<file path="src/rtl/ttl_pkg.sv">
// Shared constants and types for the cascaded TTL-style counter.
package ttl_pkg;

  localparam logic DIR_UP   = 1'b1;
  localparam logic DIR_DOWN = 1'b0;

  typedef logic [3:0] nibble_t;

  localparam nibble_t NIBBLE_TC_UP = 4'hF;
  localparam nibble_t NIBBLE_TC_DN = 4'h0;

  // Terminal nibble for the current count direction.
  function automatic nibble_t nibble_tc(input logic dir);
    return (dir == DIR_UP) ? NIBBLE_TC_UP : NIBBLE_TC_DN;
  endfunction

endpackage

</file>
<file path="src/rtl/ttl_counter_stage.sv">
// One 4-bit up/down counter stage (74LS161/163-like nibble).
// Priority: sclr, load, carry_in step, hold. tc flags the terminal nibble
// for the current direction without any enable gating.
module ttl_counter_stage
  import ttl_pkg::*;
(
  input  logic    clk,
  input  logic    n_clr,
  input  logic    carry_in,
  input  logic    dir,
  input  logic    load,
  input  logic    sclr,
  input  nibble_t din,
  output nibble_t q,
  output logic    tc
);

  nibble_t cnt_q;
  nibble_t cnt_d;

  // Next nibble value by clear/load/step priority.
  always_comb begin
    cnt_d = cnt_q;
    if (sclr) begin
      cnt_d = 4'h0;
    end else if (load) begin
      cnt_d = din;
    end else if (carry_in) begin
      cnt_d = (dir == DIR_UP) ? cnt_q + 4'd1 : cnt_q - 4'd1;
    end
  end

  // Nibble register with asynchronous clear.
  always_ff @(posedge clk or negedge n_clr) begin
    if (!n_clr) begin
      cnt_q <= 4'h0;
    end else begin
      cnt_q <= cnt_d;
    end
  end

  assign q  = cnt_q;
  assign tc = (cnt_q == nibble_tc(dir));

endmodule

</file>
<file path="src/rtl/ttl_counter_chain.sv">
// N-nibble cascaded synchronous counter with up/down, sync clear,
// parallel load and optional reload of din on terminal count.
module ttl_counter_chain
  import ttl_pkg::*;
#(
  parameter int STAGES       = 2,
  parameter bit RELOAD_ON_TC = 1'b0
) (
  input  logic                  clk,
  input  logic                  n_clr,
  input  logic                  n_sclr,
  input  logic                  n_load,
  input  logic [4*STAGES-1:0]   din,
  input  logic                  enp,
  input  logic                  ent,
  input  logic                  dir,
  output logic [4*STAGES-1:0]   q,
  output logic                  rco,
  output logic [STAGES-1:0]     stage_rco,
  output logic                  tc_q
);

  logic [STAGES-1:0] stage_tc;
  logic [STAGES-1:0] carry_in;
  logic [STAGES-1:0] chain;
  logic              count_en;
  logic              step;
  logic              reload;
  logic              stage_load;
  logic              tc_d;

  assign count_en = enp & ent;
  assign step     = count_en & n_sclr & n_load;

  // Ripple the terminal-count chain. chain[] is the ent-gated cascade carry
  // (no enp path); each stage's count enable additionally needs enp so that
  // enp=0 freezes every stage, not just stage 0.
  always_comb begin
    logic acc;
    acc      = ent;
    chain    = '0;
    carry_in = '0;
    for (int i = 0; i < STAGES; i++) begin
      carry_in[i] = count_en & acc;
      acc         = acc & stage_tc[i];
      chain[i]    = acc;
    end
  end

  assign stage_rco  = chain;
  assign rco        = chain[STAGES-1];
  assign reload     = RELOAD_ON_TC & step & rco;
  assign stage_load = ~n_load | reload;
  assign tc_d       = step & rco;

  for (genvar g = 0; g < STAGES; g++) begin : g_stage
    ttl_counter_stage u_stage (
      .clk      (clk),
      .n_clr    (n_clr),
      .carry_in (carry_in[g]),
      .dir      (dir),
      .load     (stage_load),
      .sclr     (~n_sclr),
      .din      (din[4*g +: 4]),
      .q        (q[4*g +: 4]),
      .tc       (stage_tc[g])
    );
  end

  // Wrap/reload pulse, one cycle after the terminal-count step.
  always_ff @(posedge clk or negedge n_clr) begin
    if (!n_clr) begin
      tc_q <= 1'b0;
    end else begin
      tc_q <= tc_d;
    end
  end

endmodule

</file>
<file path="config.mk">
export PLATFORM = sky130hd
export DESIGN_NAME = ttl_counter_chain
export DESIGN_NICKNAME = d
export VERILOG_FILES = /design/src/rtl/ttl_pkg.sv /design/src/rtl/ttl_counter_stage.sv /design/src/rtl/ttl_counter_chain.sv
export SDC_FILE = /design/constraint.sdc
export NUM_CORES = 1
export LEC_CHECK = 0
export ABC_AREA = 1
export ABC_CLOCK_PERIOD_IN_PS = 1550
export BUFFER_PORTS_ARGS = -buffer_cell sky130_fd_sc_hd__buf_2
export CORE_MARGIN = 2
export CORE_UTILIZATION = 48
export DETAILED_ROUTE_END_ITERATION = 10
export PLACE_DENSITY_LB_ADDON = 0.12
export RECOVER_POWER = 100
export SETUP_SLACK_MARGIN = 0.1
export SKIP_LAST_GASP = 1
export SLEW_MARGIN = 30
export SYNTH_ARGS = -nofsm -noshare
export SYNTH_HDL_FRONTEND = slang
export SYNTH_SLANG_ARGS = --single-unit
</file>
<file path="constraint.sdc">
create_clock -name clk -period 1.55 [get_ports clk]
set_input_delay 0.0775 -clock clk [delete_from_list [all_inputs] [get_ports clk]]
set_output_delay 0.0775 -clock clk [all_outputs]
set_load 0.01 [all_outputs]
</file>
==> impl_metrics.toml <==
[yosys]
synth-simple-area-share = 0.3103
synth_xor_area_frac = 0.03541
yosysTopAreaCell = "dfrtp_1"
netlist-cell-type-count = 22
synthTopCellsByArea = "dfrtp_1 30%, nand2_1 16%, ha_1 6.7%"
synth_top_area_frac = 0.3035
syn_avg_cell_area_um2 = 7.420
mappedNetlistArea_um2 = 742.0
synth_warnings = 0
synth_compound_area_frac = 0.1113
ys_ff_latch = 9
synth_adder_area_share = 0.1214
synth_seq_area_share = 0.3035
syn-instance-count = 100
synth_mux_area_frac = 0.02698
synth_fp_nets = 121
synth_top_family_by_area = "simple AND/OR/NAND/NOR gates"

[worst_setup_path]
end_kind = "flip-flop"
crit_family = "simple AND/OR/NAND/NOR gates"
cp_data_arrival_time_ns = 1.69
path_buf_inv = 4
cp_data_required_time_ns = 1.70
max_stage_delay_ns = 0.41
crit_type = "flip-flop to flip-flop"
crit_chain = "ha_4 > inv_4 > nor2_4 > buf_4 > buf_6 > nand3_4 > nand2_4 > inv_4 > nand2_1 > nand2_1"
crit_path_start_kind = "flip-flop"
slowest_stage = "dfrtp_1"
crit_path_max_fanout = 5

[placed_design]
globalplace.congestion = 0.8007
dpl.cell_count = 142
placed_area_um2 = 890.9
portBuffers = 26
hpwl_um = 1358
dp_worst_setup_slack_ns = 0.06874

[detailed_routing]
vias = 808
dr.first_iter.drc_count = 29
routed_via_density = 5.281
ant_nets = 0
wire_per_inst_um = 13.61
drc = 0
firstDrtPassIters = 4
wl_um = 2082

[floorplan]
rows = 14
die_h_um = 43.32
initial_core_util = 0.5043
coreArea_mm2 = 0.001471
dieArea_mm2 = 0.001876
die_w_um = 43.32
num_io_pins = 27

[clocking]
root_buffer = "clkbuf_4"
htree_levels = 1
clock_latency_ns = 0.26
numCtsBuffers = 3
cts_num_sinks = 9
clk_path_buf_depth = 2
cts_tree = "done"
path_clk_slew_ns = 0.06

[timing]
worst_slew_pin_slew_ns = 0.5449
whs_ns = 0.1159
setup-violations-final = 0
worst_slack_ns = 0.01019
finalCriticalPeriod_ns = 1.540
fmax_mhz = 649.4
hold_violations = 0
post-route-period-util = 0.9934
slew_violations = 0
finalClockSkew_ns = 0.003852
rsz0062_at_grt = "yes"
slew_headroom = 0.6367

[global_route]
grt_pass1_vias = 733
grt_pass1_wl_um = 3305
track_usage = 0.2509
overflow = 0
antenna_found_initial = 0
grt_max_degree = 16

[job]
maxCapViolations = 0

[finish]
final_common_cell = "nand2_1"
utilization = 0.7083
area_growth_pct = 40.47
final_cells = 153
design_area_mm2 = 0.001042
drive_gt1_frac = 0.3796
diodes = 0
final_nets = 159
final_cell_mix = "25 x nand2_1, 19 x buf_2, 9 x dfrtp_1"

[power_and_ir_drop]
p_leak_nw = 0.5494
powerDensity_mw_per_mm2 = 798.6
ir_drop_v = 0.0006537

[hold_path]
hold_class = "input port to flip-flop"

[outcome]
status = "finished, final reports clean"
[kinds of logic after synthesis]
group,count (synthesis)
AOI/OAI and AO/OA,14
xor gates and xnor gates,3
adders and majority gates,6
buffers and inverters,14
DFF,9
muxes,2
and+or+nand+nor,52
[final timing paths]
path,slack [ns],startpoint,end,cells after the start
max,0.01,g_stage[0].u_stage.q[2]$_DFFE_PN0P_,g_stage[1].u_stage.q[3]$_DFFE_PN0P_,10
max reg2reg,0.01,g_stage[0].u_stage.q[2]$_DFFE_PN0P_,g_stage[1].u_stage.q[3]$_DFFE_PN0P_,10
min,0.12,n_sclr,g_stage[1].u_stage.q[1]$_DFFE_PN0P_,3
max in group asynchronous,0.88,n_clr,g_stage[1].u_stage.q[0]$_DFFE_PN0P_,2
min in group asynchronous,0.31,n_clr,g_stage[0].u_stage.q[3]$_DFFE_PN0P_,2
min reg2reg,0.56,g_stage[1].u_stage.q[2]$_DFFE_PN0P_,g_stage[1].u_stage.q[2]$_DFFE_PN0P_,2
[sequential cells by signal (all words and copies together), names as in the netlist]
name / flops
g_stage.u_stage.q: 8
tc_q: 1
[layout make-up]
class | instances | area, µm²
clock buffers | 4 | 26.28
fillers | 127 | 429.2
inverters | 11 | 46.29
well taps | 16 | 20.02
multi-input cells | 77 | 521.8
flip-flops and latches | 9 | 225.2
repair buffers | 36 | 202.7
[report_power, final]
group / switching (W) / internal [W]
Sequential: 0.0000297 / 0.000260
Clock: 0.0000830 / 0.0000993
Combinational: 0.000200 / 0.000160
Total: 0.000313 / 0.000520
[layer usage]
| metal | global-route usage | vias to the layer above | part of all wire |
|---|---|---|---|
| li1 | - | 396 | - |
| met1 | 0.3027 | 363 | 0.41 |
| met2 | 0.4269 | 41 | 0.49 |
| met3 | 0.07660 | 8 | 0.070 |
| met4 | 0.07879 | 0 | 0.028 |
| met5 | 0 | - | 0 |
[what timing repair did]
action,4_1_cts,5_1_grt
hold buffers,1,0
buffers inserted,4,2
resized for setup,10,9
setup endpoints to repair,6,9
pin swaps,3,5
hold endpoints to repair,9,0
[cells in the mapped netlist]
master / instances
buf_6: 1
dfrtp_1: 9
nand3_1: 7
o21ai_0: 4
o22ai_1: 1
o21ai_2: 3
inv_1: 9
nor4_2: 1
mux2i_1: 2
fa_1: 2
nand2_1: 31
nand3b_1: 1
ha_1: 4
xor2_1: 2
xnor2_1: 1
buf_4: 2
nand2_2: 3
inv_2: 2
nand3_2: 1
a21oi_1: 3
nor2_1: 8
o21ai_1: 3
[worst register-to-register path, cell delays in order (launching register included)]
cell     delay, ns
dfrtp_1       0.41
ha_4          0.31
inv_4         0.04
nor2_4        0.10
buf_4         0.12
buf_6         0.09
nand3_4       0.09
nand2_4       0.10
inv_4         0.05
nand2_1       0.06
nand2_1       0.07
[stage by stage]
| step | setup TNS, ns | power [W] |
|---|---|---|
| 3_5_place_dp | 0 | 0.0005680 |
| 2_1_floorplan | 0 | 0.0004709 |
| 4_1_cts | 0 | 0.0008003 |
| 6_report | 0 | 0.0008323 |
| 5_1_grt | -0.1845 | 0.0008893 |
| 3_3_place_gp | 0 | 0.0005600 |
Note: power is estimated with default switching activity, not from simulation.
